### config.mk
export PLATFORM = sky130hd
export DESIGN_NAME = riscv_fetch_stage
export DESIGN_NICKNAME = d
export VERILOG_FILES = /design/src/rtl/riscv_pipe_pkg.sv /design/src/rtl/fetch_fifo.sv /design/src/rtl/riscv_fetch_stage.sv
export SDC_FILE = /design/constraint.sdc
export NUM_CORES = 1
export LEC_CHECK = 0
export ABC_AREA = 1
export CORE_UTILIZATION = 63
export DETAILED_ROUTE_END_ITERATION = 8
export PLACE_DENSITY = 0.92
export SYNTH_ARGS = -nofsm -noshare
export SYNTH_HDL_FRONTEND = slang
export SYNTH_SLANG_ARGS = --single-unit
### constraint.sdc
create_clock -name clock -period 17.7 [get_ports clock]
set_input_delay 5.31 -clock clock [delete_from_list [all_inputs] [get_ports clock]]
set_output_delay 5.31 -clock clock [all_outputs]
set_load 0.01 [all_outputs]
### src/rtl/riscv_pipe_pkg.sv
// Shared pipeline definitions: NOP encoding, major opcodes used by the
// downstream stages, and the fetch-buffer entry layout (PC + instruction).
package riscv_pipe_pkg;

    localparam logic [31:0] NOP_INSTR = 32'h0000_0013;  // addi x0, x0, 0

    typedef enum logic [6:0] {
        OP_LD  = 7'b0000011,
        OP_SD  = 7'b0100011,
        OP_BEQ = 7'b1100011,
        OP_ALU = 7'b0110011
    } opcode_t;

    typedef struct packed {
        logic [63:0] pc;
        logic [31:0] ir;
    } fetch_entry_t;

endpackage

### src/rtl/fetch_fifo.sv
// Small synchronous FIFO with a registered occupancy count and a flush.
// Ports: clock, reset_n (async, active-low), push/din, pop/dout (head, valid
// when !empty), flush (empties the queue, overrides push/pop), full, empty,
// count (current occupancy).
module fetch_fifo #(
    parameter int unsigned DEPTH = 2,
    parameter type         T     = logic [63:0],
    localparam int unsigned CW   = $clog2(DEPTH + 1),
    localparam int unsigned PW   = (DEPTH > 1) ? $clog2(DEPTH) : 1
) (
    input  logic          clock,
    input  logic          reset_n,
    input  logic          push,
    input  logic          pop,
    input  logic          flush,
    input  T              din,
    output T              dout,
    output logic          full,
    output logic          empty,
    output logic [CW-1:0] count
);

    T              mem [DEPTH];
    logic [PW-1:0] wr_ptr;
    logic [PW-1:0] rd_ptr;
    logic          do_push;
    logic          do_pop;

    function automatic logic [PW-1:0] next_ptr(input logic [PW-1:0] p);
        return (p == PW'(DEPTH - 1)) ? '0 : p + 1'b1;
    endfunction

    // A push into a full queue is accepted only when the head leaves in the same cycle.
    always_comb begin
        do_push = push && (!full || pop);
        do_pop  = pop && !empty;
    end

    assign full  = (count == CW'(DEPTH));
    assign empty = (count == '0);
    assign dout  = mem[rd_ptr];

    always_ff @(posedge clock or negedge reset_n) begin
        if (!reset_n) begin
            wr_ptr <= '0;
            rd_ptr <= '0;
            count  <= '0;
        end else if (flush) begin
            wr_ptr <= '0;
            rd_ptr <= '0;
            count  <= '0;
        end else begin
            if (do_push) wr_ptr <= next_ptr(wr_ptr);
            if (do_pop)  rd_ptr <= next_ptr(rd_ptr);
            case ({do_push, do_pop})
                2'b10:   count <= count + 1'b1;
                2'b01:   count <= count - 1'b1;
                default: count <= count;
            endcase
        end
    end

    always_ff @(posedge clock) begin
        if (do_push && !flush) mem[wr_ptr] <= din;
    end

endmodule

### src/rtl/riscv_fetch_stage.sv
// Instruction-fetch stage. Owns the PC, issues word reads to a pipelined
// IMEM (valid/ready request, in-order responses), buffers responses so a
// stall loses nothing, and drives the IF/ID register.
// Ports: clock, reset_n (async, active-low); stall, redirect_valid/redirect_pc
// from hazard unit / EX; imem_req_* request channel; imem_rsp_* response
// channel; ifid_ir/ifid_pc/ifid_valid to decode.
module riscv_fetch_stage
    import riscv_pipe_pkg::*;
#(
    parameter logic [63:0] RESET_PC     = 64'h0,
    parameter int unsigned ADDR_W       = 10,
    parameter int unsigned FIFO_DEPTH   = 2,
    parameter int unsigned MAX_INFLIGHT = 4
) (
    input  logic              clock,
    input  logic              reset_n,
    input  logic              stall,
    input  logic              redirect_valid,
    input  logic [63:0]       redirect_pc,
    output logic              imem_req_valid,
    input  logic              imem_req_ready,
    output logic [ADDR_W-1:0] imem_req_addr,
    input  logic              imem_rsp_valid,
    input  logic [31:0]       imem_rsp_data,
    output logic [31:0]       ifid_ir,
    output logic [63:0]       ifid_pc,
    output logic              ifid_valid
);

    localparam int unsigned IW = $clog2(MAX_INFLIGHT + 1);
    localparam int unsigned FW = $clog2(FIFO_DEPTH + 1);

    logic [63:0]   pc;
    logic [IW-1:0] inflight;
    logic [IW-1:0] drop_cnt;
    logic [IW-1:0] mask_cnt;

    logic         accept, rsp_live, rsp_drop, rsp_keep, advance, bypass;
    logic         buf_push, buf_pop, buf_full, buf_empty;
    logic [FW-1:0] buf_count;
    fetch_entry_t buf_in, buf_head;
    logic         tag_full, tag_empty;
    logic [IW-1:0] tag_count;
    logic [63:0]  tag_head;

    assign imem_req_addr = pc[ADDR_W+1:2];

    always_comb begin
        // Responses with nothing outstanding (e.g. left over from before a reset) are ignored.
        rsp_live = imem_rsp_valid && (inflight != '0);
        rsp_drop = rsp_live && (drop_cnt != '0);
        rsp_keep = rsp_live && (drop_cnt == '0);
        // Credit rule: buffered + outstanding never exceeds the buffer depth.
        imem_req_valid = reset_n && !redirect_valid
                         && ((32'(buf_count) + 32'(inflight)) < FIFO_DEPTH)
                         && (32'(inflight) < MAX_INFLIGHT);
        accept   = imem_req_valid && imem_req_ready;
        advance  = !redirect_valid && !stall;
        buf_pop  = advance && !buf_empty;
        bypass   = advance && buf_empty && rsp_keep;
        buf_push = !redirect_valid && rsp_keep && !bypass;
        buf_in   = '{pc: tag_head, ir: imem_rsp_data};
    end

    fetch_fifo #(.DEPTH(FIFO_DEPTH), .T(fetch_entry_t)) u_ibuf (
        .clock(clock), .reset_n(reset_n),
        .push(buf_push), .pop(buf_pop), .flush(redirect_valid),
        .din(buf_in), .dout(buf_head),
        .full(buf_full), .empty(buf_empty), .count(buf_count)
    );

    fetch_fifo #(.DEPTH(MAX_INFLIGHT), .T(logic [63:0])) u_pctag (
        .clock(clock), .reset_n(reset_n),
        .push(accept), .pop(rsp_keep && !redirect_valid), .flush(redirect_valid),
        .din(pc), .dout(tag_head),
        .full(tag_full), .empty(tag_empty), .count(tag_count)
    );

    always_ff @(posedge clock or negedge reset_n) begin
        if (!reset_n) begin
            pc         <= RESET_PC;
            inflight   <= '0;
            drop_cnt   <= '0;
            mask_cnt   <= '0;
            ifid_ir    <= NOP_INSTR;
            ifid_pc    <= '0;
            ifid_valid <= 1'b0;
        end else begin
            if (32'(mask_cnt) < MAX_INFLIGHT) mask_cnt <= mask_cnt + 1'b1;

            case ({accept, rsp_live})
                2'b10:   inflight <= inflight + 1'b1;
                2'b01:   inflight <= inflight - 1'b1;
                default: inflight <= inflight;
            endcase

            if (redirect_valid) begin
                // Everything still outstanding after this edge is stale.
                pc         <= redirect_pc & ~64'h3;
                drop_cnt   <= inflight - IW'(rsp_live);
                ifid_ir    <= NOP_INSTR;
                ifid_valid <= 1'b0;
            end else begin
                if (accept)   pc       <= pc + 64'd4;
                if (rsp_drop) drop_cnt <= drop_cnt - 1'b1;
                if (!stall) begin
                    if (!buf_empty) begin
                        ifid_ir    <= buf_head.ir;
                        ifid_pc    <= buf_head.pc;
                        ifid_valid <= 1'b1;
                    end else if (rsp_keep) begin
                        ifid_ir    <= imem_rsp_data;
                        ifid_pc    <= tag_head;
                        ifid_valid <= 1'b1;
                    end else begin
                        ifid_ir    <= NOP_INSTR;
                        ifid_valid <= 1'b0;
                    end
                end
            end

            assert (!(buf_push && buf_full && !buf_pop))
                else $error("fetch buffer overflow");
            assert (!(accept && tag_full))
                else $error("pc-tag queue overflow");
            assert (!(rsp_keep && tag_empty))
                else $error("response without pc tag");
            assert ((32'(tag_count) + 32'(drop_cnt)) == 32'(inflight))
                else $error("pc-tag queue out of step with inflight count");
            if (32'(mask_cnt) == MAX_INFLIGHT)
                assert (!(imem_rsp_valid && (inflight == '0)))
                    else $error("imem response with nothing in flight");
        end
    end

endmodule
* After elaboration in Yosys (flattened, before gate mapping)
Memory sizes are Yosys's and may differ from the RTL's.
Index checks and enable logic that the tools add are counted.
** Word-level totals
- Flip-flop bits (word level) :: 178
- Bits in writable memories :: 448
- Bits of input ports :: 102
- Output and inout port bits :: 108
- Memories :: 2
** Memory list
- u_pctag.mem :: words 4, bits a word 64, rd ports 1, clocked after Yosys merged registers in 0, write ports 1, RTL line fetch_fifo.sv:23 : T mem [DEPTH];
- u_ibuf.mem :: words 2, bits a word 96, rd ports 1, clocked after Yosys merged registers in 0, write ports 1, RTL line fetch_fifo.sv:23
** Operators by class
- Add/subtract/negate cells :: 14
- Order comparisons :: 2
- Equal/unequal tests :: 12
- Mux-type cells :: 35
- Bitwise gates (word level) :: 2
- Reductions and logical operators :: 43
** Operators with widths (count)
- 64-bit 2-to-1 mux :: 4
- 32-bit 2-to-1 mux :: 4
- 64-bit by 3-bit adder with 64-bit output (second input constant) :: 1
- 1-bit logical AND :: 19
- 1-bit 2-to-1 mux :: 14
- 2-bit 2-to-1 mux :: 7
- 2-bit nonzero test :: 7
- 2-bit equality test (second input constant) :: 6
- 3-bit case mux with 2 select lines :: 2
- 3-bit nonzero test :: 4
- 3-bit 2-to-1 mux :: 3
- 3-bit by 1-bit subtractor with 3-bit output (second input constant) :: 3
- 1-bit zero test :: 7
- 2-bit by 1-bit adder with 2-bit output (second input constant) :: 3
- 3-bit by 1-bit adder with 3-bit output (second input constant) :: 2
- 2-bit by 1-bit equality test with 1-bit output (second input constant) :: 3
- 3-bit zero test :: 2
- 2-bit by 3-bit adder with 4-bit output :: 1
- 4-bit by 2-bit < comparator with 1-bit output (second input constant) :: 1
- 2-bit case mux with 2 select lines :: 1
- 3-bit equality test (second input constant) :: 1
- 3-bit < comparator (second input constant) :: 1
- 3-bit AND reduction :: 1
- 3-bit by 1-bit subtractor with 3-bit output :: 1
- other kinds (7) :: 10

* Logic depth before layout (Yosys ltp)
- Word-level depth :: 10
- Depth in mapped cells :: 15
- Depth with buffers taken out :: 15

* By module
A second synthesis with hierarchy kept.
** Second synthesis, totals
- Cell total of the unflattened synthesis :: 2572
- Area, all modules :: 27166.1 sq um
** Modules (own cells, without submodules)
- fetch_fifo (u_pctag) :: times used 1, cells each 686, area an instance 10082.2 sq um, seq. area each 7862.5 sq um
- riscv_fetch_stage :: times used 1, cells each 1344, area an instance 9816.9 sq um, seq. area each 4132.7 sq um
- fetch_fifo (u_ibuf) :: times used 1, cells each 542, area an instance 7267.0 sq um, seq. area each 5865.6 sq um

* Worst setup path after synthesis
No wires, ideal clock.
- Path type :: input to output
- Start :: input port reset_n
- End :: output port imem_req_valid
- Arrival :: 5.558 ns
- Required time :: 12.390 ns
- Path slack :: 6.832 ns
- Stages :: 4
- Buffers on the path :: 0
- Path through :: inv_1 -> nor2_1 -> nand3_1 -> inv_2
** On the way
- Cells in the longest elaborated chain, start to end :: 3
** RTL lines
- start: declaration :: RTL line riscv_fetch_stage.sv:16 : input logic reset_n,
- 1-bit logical AND :: RTL line riscv_fetch_stage.sv:54 : imem_req_valid = reset_n && !redirect_valid
- 1-bit logical AND :: RTL line riscv_fetch_stage.sv:55 : && ((32'(buf_count) + 32'(inflight)) < FIFO_DEPTH)
- 1-bit logical AND :: RTL line riscv_fetch_stage.sv:56 : && (32'(inflight) < MAX_INFLIGHT);
- end: declaration :: RTL line riscv_fetch_stage.sv:20 : output logic imem_req_valid,
No other way between the ends.

* Worst setup path after layout
Ends and elaborated chain as after synthesis.

==> metrics.yaml <==
sta:
  drv_slew: 0
  rsz0062_at_grt: "false"
  hold_viol_final: 0
  finClkSkew_ps: 32.07
  hold-worst-slack_ps: 503.8
  setup_viol: 0
  slew_headroom_pct: 14.11
  tightest_slew_ps: 1288
  setup_tns_ps: 0
  finalCriticalPeriod_ps: 12170
  finalCritPeriodShare_pct: 68.74
  clock.fmax_mhz: 82.19
yosys:
  synth-seq-area-share_pct: 65.37
  synthTopCellsByArea: "edfxtp_1, dfrtp_1, nand2_1"
  synth.distinct_cells: 44
  synth_top_area_cell: "edfxtp_1"
  syn_area_per_cell_um2: 10.49
  ys_warn_count: 0
  synth_cells: 2546
  syn-cell-area_mm2: 0.02670
  synth_top_cell_area_share_pct: 49.04
  synth_seq_cells: 610
detailed_routing:
  vias: 20410
  drt_iter0_drc: 2866
  finalWirelength_um: 72330
  final_antenna_net_count: 0
  drc: 0
  wl_per_cell_um: 22.01
  via_per_inst: 6.210
  dr.pass1.iters: 8
finish:
  n_fill_cell: 2519
  drive_gt1_share_pct: 8.082
  layout_common_cells: "nand2_1, edfxtp_1, nor2_1"
  final_common_cell: "nand2_1"
  syn_to_final_growth_pct: 15.04
  n_antenna_cell: 0
  nets: 2814
  finalNonFillerCells: 3286
clocking:
  root_buffer: "clkbuf_16"
  hold_buffers: 0
  cts_tree: "yes"
  cts_setup_buffers: 0
  cts_buffers: 58
  cts.sinks: 610
  htreeDepth: 2
  cts_resized: 0
  clk_latency_ps: 630
  cts_buffer_depth: 3
  clk_transition_reported_paths_ps: 60
setup_path:
  end_kind: "output pin"
  crit_start: "reset_n"
  regToRegEndpoint: "u_pctag.mem[2][17]$_DFFE_PP_"
  critPathRequiredTime_ps: 12390
  start_kind: "input port"
  r2r_cells: 11
  crit_fanout: 58
  worstSetupPathType: "input port to output pin"
  worstReg2RegStart: "u_ibuf.count[0]$_DFFE_PN0P_"
  arrival_ps: 6860
  r2r_slack_ps: 12650
  critical_path.endpoint: "imem_req_valid"
power:
  ir_drop_mv: 0.08036
  leakagePower_nw: 11.69
  p_per_area_mw_per_mm2: 138.5
global_route:
  overflow: 0
  grt_pass1_vias: 20330
  grt_util_all_layers_pct: 33.74
  grt_max_degree: 115
  grt_pass1_wl_um: 112200
  antenna_found_initial: 0
  grt.met2_usage_pct: 56.02
  use_met1_pct: 44.16
  use_met3_pct: 6.112
  busiest_layer: "met2"
floorplan:
  start_util_pct: 63.79
  core_mm2: 0.04185
  dieArea_mm2: 0.04320
  boundaryPins: 210
  die_w_um: 207.9
  chipHeight_um: 207.9
  rows: 75
flow_run:
  cap_violations: 0
placement:
  hpwl_um: 44720
  portBuffers: 205
  place.gp.congestion: 0.9458
  placed_cells: 3177
outcome:
  status: "finished, final reports clean"
worst_hold_path:
  hold_class: "register to register"
  min_from: "ifid_ir[3]$_DFFE_PN0P_"
-- worst max-delay path, stage by stage --
cell	delay (ps)
buf_6	450
inv_1	120
nor2_1	120
nand3_1	100
inv_2	120
clkdlybuf4s50_1	570
-- worst min-delay path by stage --
| stage | end | slack (ps) | cells after the start |
|---|---|---|---|
| after floorplan | inflight[0]$_DFFE_PN0P_ | 490 | 1 |
| after global placement | ifid_ir[3]$_DFFE_PN0P_ | 470 | 2 |
| after detailed placement | ifid_ir[3]$_DFFE_PN0P_ | 490 | 2 |
| after CTS | ifid_ir[3]$_DFFE_PN0P_ | 500 | 2 |
| after global routing | ifid_ir[1]$_DFFE_PN1P_ | 550 | 2 |
| final | ifid_ir[3]$_DFFE_PN0P_ | 500 | 2 |
-- cells in the mapped netlist (all sizes together) --
library cell	instances
nor2	264
nor3	6
nand3b	1
or2	62
o22ai	1
o21ai	117
inv	213
clkbuf	51
ha	11
o211ai	79
edfxtp	436
a22o	1
and2	2
dfstp	3
xnor2	15
clkinv	20
fa	3
xor2	25
a31oi	64
nand3	160
a21oi	74
dfrtp	171
nor3b	1
o21bai	12
nand4	9
nand2	635
buf	82
conb	1
o311ai	27
-- cell type report --
type                    instances  area, um2  area share [%]
flip-flops and latches        610      17460           56.85
multi-input cells            1571       7731           25.17
repair buffers                224       2191           7.134
clock buffers                  82       1613           5.251
inverters                     233      877.1           2.856
well taps                     539      674.4           2.196
clock inverters                27      166.4          0.5418
-- per-layer routing --
layer / vias up / share of wire (%)
li1: 8912 / -
met4: 0 / 4.2
met3: 239 / 9.8
met2: 1364 / 49
met5: - / 0
met1: 9890 / 37
-- flip-flops by register name, summed over array words and instances, names as in the netlist --
name	flops
ifid_pc	62
u_ibuf.mem	188
drop_cnt	3
ifid_ir	32
u_pctag.wr_ptr	2
u_ibuf.wr_ptr	1
u_ibuf.count	2
ifid_valid	1
inflight	3
pc	62
u_ibuf.rd_ptr	1
u_pctag.rd_ptr	2
u_pctag.count	3
u_pctag.mem	248
-- stage by stage --
stage	area [um2]	setup slack, ps	power, mW	util, %
after CTS	30710	5540	4.233	73.38
after global placement	28930	5584	2.960	69.13
after global routing	30710	5432	4.419	73.38
after detailed placement	28930	5594	3.045	69.13
final	30710	5534	4.254	73.38
after floorplan	26700	6832	2.575	-
-- logic make-up after synthesis --
kind of cell / count (synthesis) / share of synthesized area [%]
buffers and inverters: 366 / 5.896
XOR/XNOR: 40 / 1.312
flip-flops: 610 / 65.37
adder cells (fa/ha/maj): 14 / 0.7405
AO/OA/AOI/OAI: 375 / 8.609
other: 1 / 0.01405
AND/OR/NAND/NOR: 1140 / 18.06
-- where the power goes --
group	internal [mW]	switching, mW	leakage (nW)
sequential	1.75	0.179	6.03
combinational	0.421	0.728	4.80
clock	0.649	0.525	0.858
(Power assumes the default switching activity.)
